$ cat config.mk
export PLATFORM = sky130hd
export DESIGN_NAME = display_uart
export DESIGN_NICKNAME = d
export VERILOG_FILES = /design/src/rtl/display_pkg.sv /design/src/rtl/display_fifo.sv /design/src/rtl/display_uart.sv
export SDC_FILE = /design/constraint.sdc
export NUM_CORES = 1
export LEC_CHECK = 0
export ABC_AREA = 1
export CAP_MARGIN = 30
export CORE_MARGIN = 4
export CORE_UTILIZATION = 40
export DETAILED_ROUTE_END_ITERATION = 12
export HOLD_SLACK_MARGIN = 0.03
export PLACE_DENSITY = 0.64
export SLEW_MARGIN = 20
export SYNTH_ARGS = -nofsm -noshare
export SYNTH_HDL_FRONTEND = slang
export SYNTH_SLANG_ARGS = --single-unit
$ cat constraint.sdc
create_clock -name clk -period 2.9 [get_ports clk]
set_clock_uncertainty 0.15 [all_clocks]
set_input_delay 0.29 -clock clk [delete_from_list [all_inputs] [get_ports clk]]
set_output_delay 0.29 -clock clk [all_outputs]
set_load 0.005 [all_outputs]
$ cat src/rtl/display_pkg.sv
// Shared definitions for the display UART: FSM states and UART frame constants.
package display_pkg;

   typedef enum logic [1:0] {
      IDLE  = 2'd0,
      START = 2'd1,
      DATA  = 2'd2,
      STOP  = 2'd3
   } uart_state_t;

   localparam int unsigned UART_DATA_BITS   = 8;
   localparam int unsigned UART_DEFAULT_DIV = 16;

endpackage

$ cat src/rtl/display_fifo.sv
// Character FIFO for the display UART. A push while full is dropped,
// even when a pop happens on the same edge. full/empty are registered.
module display_fifo
   import display_pkg::*;
#(
   parameter int unsigned DEPTH = 8,
   parameter int unsigned WIDTH = UART_DATA_BITS,
   localparam int unsigned AW = (DEPTH > 1) ? $clog2(DEPTH) : 1,
   localparam int unsigned CW = $clog2(DEPTH + 1)
) (
   input  logic             clk,
   input  logic             rst,
   input  logic             push,
   input  logic             pop,
   input  logic [WIDTH-1:0] din,
   output logic [WIDTH-1:0] dout,
   output logic [CW-1:0]    count,
   output logic             full,
   output logic             empty
);

   logic [WIDTH-1:0] mem [DEPTH];
   logic [AW-1:0]    wr_ptr;
   logic [AW-1:0]    rd_ptr;
   logic             push_ok;
   logic             pop_ok;
   logic [CW-1:0]    count_nxt;

   assign push_ok = push && !full;
   assign pop_ok  = pop && !empty;
   assign dout    = mem[rd_ptr];

   // Next occupancy from the accepted push/pop pair.
   always_comb begin
      count_nxt = count;
      case ({push_ok, pop_ok})
         2'b10:   count_nxt = count + 1'b1;
         2'b01:   count_nxt = count - 1'b1;
         default: count_nxt = count;
      endcase
   end

   // Storage write; contents need no reset since pointers gate visibility.
   always_ff @(posedge clk) begin
      if (push_ok) begin
         mem[wr_ptr] <= din;
      end
   end

   // Pointers wrap naturally as DEPTH is a power of two; flags track post-edge count.
   always_ff @(posedge clk or negedge rst) begin
      if (!rst) begin
         wr_ptr <= '0;
         rd_ptr <= '0;
         count  <= '0;
         full   <= 1'b0;
         empty  <= 1'b1;
      end else begin
         if (push_ok) wr_ptr <= wr_ptr + 1'b1;
         if (pop_ok)  rd_ptr <= rd_ptr + 1'b1;
         count <= count_nxt;
         full  <= (count_nxt == CW'(DEPTH));
         empty <= (count_nxt == '0);
      end
   end

endmodule

$ cat src/rtl/display_uart.sv
// Display output sink: captures in[7:0] on dsp_in_en, queues it and sends
// it as 8N1 UART on tx. Reports busy, full and a sticky overflow flag.
module display_uart
   import display_pkg::*;
#(
   parameter int unsigned CLK_DIV = UART_DEFAULT_DIV,
   parameter int unsigned DEPTH   = 8
) (
   input  logic        clk,
   input  logic        rst,
   input  logic [15:0] in,
   input  logic        dsp_in_en,
   input  logic        ovf_clr,
   output logic        tx,
   output logic        busy,
   output logic        full,
   output logic        overflow
);

   localparam int unsigned CW     = $clog2(DEPTH + 1);
   localparam int unsigned BW     = $clog2(UART_DATA_BITS);
   localparam logic [15:0] DIV_M1 = 16'(CLK_DIV - 1);
   localparam logic [BW-1:0] LAST_BIT = BW'(UART_DATA_BITS - 1);

   uart_state_t                state;
   logic [15:0]                baud;
   logic [BW-1:0]              bit_idx;
   logic [UART_DATA_BITS-1:0]  shift;

   logic                       fifo_pop;
   logic [UART_DATA_BITS-1:0]  fifo_dout;
   logic [CW-1:0]              fifo_count;
   logic                       fifo_full;
   logic                       fifo_empty;
   logic                       drop;
   logic                       fifo_has_nxt;
   logic                       idle_nxt;
   logic                       unused_hi;

   assign unused_hi = ^in[15:8];

   display_fifo #(
      .DEPTH (DEPTH),
      .WIDTH (UART_DATA_BITS)
   ) u_fifo (
      .clk   (clk),
      .rst   (rst),
      .push  (dsp_in_en),
      .pop   (fifo_pop),
      .din   (in[7:0]),
      .dout  (fifo_dout),
      .count (fifo_count),
      .full  (fifo_full),
      .empty (fifo_empty)
   );

   assign full = fifo_full;

   // Pop only from IDLE; a strobe while full loses its byte.
   always_comb begin
      fifo_pop = (state == IDLE) && !fifo_empty;
      drop     = dsp_in_en && fifo_full;
   end

   // Post-edge occupancy and FSM idleness, so busy can be registered
   // without a cycle of lag.
   always_comb begin
      fifo_has_nxt = (dsp_in_en && !fifo_full)
                  || (fifo_count > CW'(1))
                  || ((fifo_count == CW'(1)) && !fifo_pop);
      idle_nxt     = ((state == IDLE) && fifo_empty)
                  || ((state == STOP) && (baud == '0));
   end

   // Transmit FSM with baud counter, shift register, tx, busy and overflow.
   always_ff @(posedge clk or negedge rst) begin
      if (!rst) begin
         state    <= IDLE;
         baud     <= '0;
         bit_idx  <= '0;
         shift    <= '0;
         tx       <= 1'b1;
         busy     <= 1'b0;
         overflow <= 1'b0;
      end else begin
         busy <= fifo_has_nxt || !idle_nxt;

         if (drop) begin
            overflow <= 1'b1;
         end else if (ovf_clr) begin
            overflow <= 1'b0;
         end

         case (state)
            IDLE: begin
               tx <= 1'b1;
               if (!fifo_empty) begin
                  shift <= fifo_dout;
                  baud  <= DIV_M1;
                  tx    <= 1'b0;
                  state <= START;
               end
            end
            START: begin
               if (baud == '0) begin
                  baud    <= DIV_M1;
                  bit_idx <= '0;
                  tx      <= shift[0];
                  state   <= DATA;
               end else begin
                  baud <= baud - 1'b1;
               end
            end
            DATA: begin
               if (baud == '0) begin
                  baud  <= DIV_M1;
                  shift <= {1'b0, shift[UART_DATA_BITS-1:1]};
                  if (bit_idx == LAST_BIT) begin
                     tx    <= 1'b1;
                     state <= STOP;
                  end else begin
                     bit_idx <= bit_idx + 1'b1;
                     tx      <= shift[1];
                  end
               end else begin
                  baud <= baud - 1'b1;
               end
            end
            STOP: begin
               tx <= 1'b1;
               if (baud == '0) begin
                  state <= IDLE;
               end else begin
                  baud <= baud - 1'b1;
               end
            end
            default: begin
               tx    <= 1'b1;
               state <= IDLE;
            end
         endcase
      end
   end

endmodule

==> flow_summary.toml <==
[finish]
final_area_um2 = 6040
fill_cells = 1256
area_growth_pct = 12.8
final_util_pct = 45.8
layout.cells.non_filler = 792
fin_nets = 647
drive_above_1_share_pct = 9.09
diodes = 0

[routing]
wl_per_cell_um = 13.2
drt_iter0_drc = 268
viasPerCell = 4.91
vias = 3887
drc = 0
first_pass_iters = 5
ant_nets = 0
drt_wl_total_um = 10400

[clock_network]
clkSinkCount = 108
numCtsBuffers = 9
cts_setup_buffers = 0
clk_latency_ns = 0.35
cts_root_buffer = "clkbuf_16"
cts_max_level = 3
tritoncts = "built"
clockBufferDepth = 2
clkTransAtPathRegs_ns = 0.07

[place]
preCtsSetupSlack_ns = 0.479
place_congestion = 0.857
io_buffers = 15
dpl_cell_area_um2 = 5740
dpl.hpwl_um = 7170
dp.cells = 774

[synthesis]
synthCells = 585
avgSynthCellArea_um2 = 9.16
synth-simple-area-share_pct = 28.0
synth_cell_types = 35
synthArstFlopShare_pct = 40.7
synth_seq_cells = 108
synth_mux_area_share_pct = 0
synth_ff_type = "edfxtp_1"
ys_seq_area_share_pct = 56.5
synth_fa_ha_area_share_pct = 3.74
synth_area_um2 = 5360
synth_top_family_by_area = "simple AND/OR/NAND/NOR gates"
synth_xor_area_share_pct = 0.654
synth_nets = 621
synth_compound_area_share_pct = 4.91
synth_edf_count = 64
ys_warn_count = 0

[power]
intPower_mw = 3.59
switching_power_mw = 2.59
powerDensity_nw_per_um2 = 1020
switching_share_pct = 41.9
power_frac_comb_pct = 45.0
p_leak_nw = 2.67
pwr-share-clk_pct = 18.8
power_frac_seq_pct = 36.2
peakVddDrop_uv = 540

[setup_path]
cp.arrival_ns = 2.41
required_ns = 3.04
timing.rr.start = "state[0]"
reg2reg_depth = 10
criticalPathCategory = "reg2reg"
crit_path_max_fanout = 5
worstSetupEndpointType = "flip-flop"
worstReg2RegEnd = "u_fifo.empty"
r2r_slack_ns = 0.63
setup.worst_path.start_class = "flip-flop"

[global_route]
grt_pass1_vias = 3734
grt_max_degree = 34
grt_first_pass_wirelength_um = 17900
grt.overflow.total = 0
grt_usage_pct = 15.0
antenna_found_initial = 0

[sta]
fin_crit_ns = 2.27
setup_tns_ns = 0
setup_viol = 0
max_freq_ghz = 0.441
worstMarginPinSlew_ns = 0.751
timing.final.hold_violations = 0
timing.final.ws_setup_ns = 0.630
drv_slew = 0
min_period_over_period_pct = 78.3
rsz0062_at_grt = "false"
relSlewSlack_pct = 49.8

[die]
die_y_um = 124
die_area_um2 = 15300
rows = 42
num_io_pins = 24
die_w_um = 124
core_um2 = 13200
start_util_pct = 40.6

[outcome]
status = "finished, final reports clean"

[flow_run]
drv_cap = 0

[hold_path]
hold_class = "in2async"
## cell usage after synthesis (2+ instances only)
library cell	count	area, µm²
a21oi_1	7	35.0
nor2_2	3	18.8
dfrtp_1	42	1050
nor2_4	4	45.0
o21ai_1	2	10.0
nand3_1	75	375
nand2_2	3	18.8
o21ai_2	3	26.3
nor3_1	4	20.0
o21ai_0	24	120
nor2_1	65	244
buf_2	7	35.0
clkbuf_1	4	15.0
nand2_8	2	40.0
nand3_2	2	20.0
inv_2	2	7.51
or2_2	2	12.5
inv_1	60	225
xor2_1	4	35.0
ha_1	16	200
nand2_1	160	601
dfstp_2	2	52.6
buf_6	3	33.8
nand4_1	11	68.8
o211ai_1	5	37.5
edfxtp_1	64	1920
## critical path: stages, from the launching register on
cell and delay (ns):
dfrtp_1 0.40, inv_1 0.10, ha_1 0.25, nand2_1 0.25, inv_1 0.13, ha_1 0.28
o211ai_1 0.19, o21ai_0 0.14, nor2_1 0.11, nand2_1 0.08, nor2_1 0.13
## layer usage
| layer | wire, µm | vias up | global-route usage [%] |
|---|---|---|---|
| li1 | - | 1981 | - |
| met1 | 4890 | 1821 | 19.2 |
| met2 | 5010 | 71 | 25.1 |
| met3 | 358 | 14 | 3.59 |
| met4 | 161 | 0 | 5.19 |
| met5 | 0 | - | 0 |
## registers in the layout, summed over array words and instances (netlist names)
| name | cells |
|---|---|
| u_fifo.wr_ptr | 3 |
| overflow | 1 |
| bit_idx | 3 |
| state | 2 |
| u_fifo.full | 1 |
| u_fifo.count | 4 |
| u_fifo.mem | 64 |
| baud | 16 |
| shift | 8 |
| busy | 1 |
| tx | 1 |
| u_fifo.rd_ptr | 3 |
| u_fifo.empty | 1 |
## final cells by class
type | count | area, µm² | area share (%)
flip-flops and latches | 108 | 3030 | 50.1
clock buffers | 11 | 233 | 3.85
well taps | 176 | 220 | 3.64
inverters | 64 | 245 | 4.06
repair buffers | 30 | 280 | 4.64
clock inverters | 5 | 42.5 | 0.704
multi-input cells | 398 | 2000 | 33.1
## per-stage QoR
step	power (mW)	hold slack, ns
floorplan	4.39	-0.156
global placement	4.96	0.308
detailed placement	5.05	0.0788
CTS	6.23	0.250
global route	6.75	0.275
finish	6.18	0.238
## worst max path at each step
stage	startpoint	to	slack, ns	cells past startpoint
2_1_floorplan	u_fifo.full	u_fifo.mem[4][0]	0.93	4
3_3_place_gp	dsp_in_en	u_fifo.full	0.52	10
3_5_place_dp	dsp_in_en	u_fifo.empty	0.48	10
4_1_cts	state[0]	u_fifo.empty	0.63	10
5_1_grt	state[0]	u_fifo.full	0.45	10
6_report	state[0]	u_fifo.empty	0.63	10
## timing repair
action	4_1_cts	5_1_grt
endpoints found under the hold margin	14	0
gates resized for setup	0	0
hold buffers	1	0
## cell usage in the layout, fill, tap and decap left out, types with 2 or more instances in the layout
| cell | netlist | final |
|---|---|---|
| o211ai_1 | 5 | 5 |
| inv_2 | 2 | 2 |
| o21ai_1 | 2 | 2 |
| nor2_1 | 65 | 65 |
| or2_2 | 2 | 2 |
| nand2_1 | 160 | 160 |
| ha_1 | 16 | 16 |
| inv_1 | 60 | 60 |
| edfxtp_1 | 64 | 64 |
| nor2_4 | 4 | 4 |
| nand4_1 | 11 | 11 |
| clkbuf_16 | 0 | 9 |
| nand3_1 | 75 | 75 |
| nor3_1 | 4 | 4 |
| nand2_2 | 3 | 3 |
| nand3_2 | 2 | 2 |
| o21ai_2 | 3 | 3 |
| nor2_2 | 3 | 3 |
| clkbuf_1 | 4 | 2 |
| a21oi_1 | 7 | 7 |
| inv_6 | 1 | 3 |
| buf_4 | 0 | 12 |
| clkdlybuf4s50_1 | 0 | 14 |
| nand2_8 | 2 | 2 |
| dfrtp_1 | 42 | 42 |
| dfstp_2 | 2 | 2 |
| xor2_1 | 4 | 4 |
| o21ai_0 | 24 | 24 |
## power by group through the flow
stage,clock [mW],sequential [mW],combinational [mW]
floorplan,0,2.20,2.18
CTS,1.20,2.24,2.80
global route,1.26,2.28,3.20
finish,1.16,2.24,2.78
global placement,0,2.26,2.70
detailed placement,0,2.27,2.78
## cell families after synthesis
| kind of cell | Yosys count |
|---|---|
| fa+ha+maj | 16 |
| xor+xnor | 4 |
| buf+inv | 79 |
| simple gates | 334 |
| flops | 108 |
| compound gates | 44 |
No activity file was read; power rests on OpenSTA's default activity.
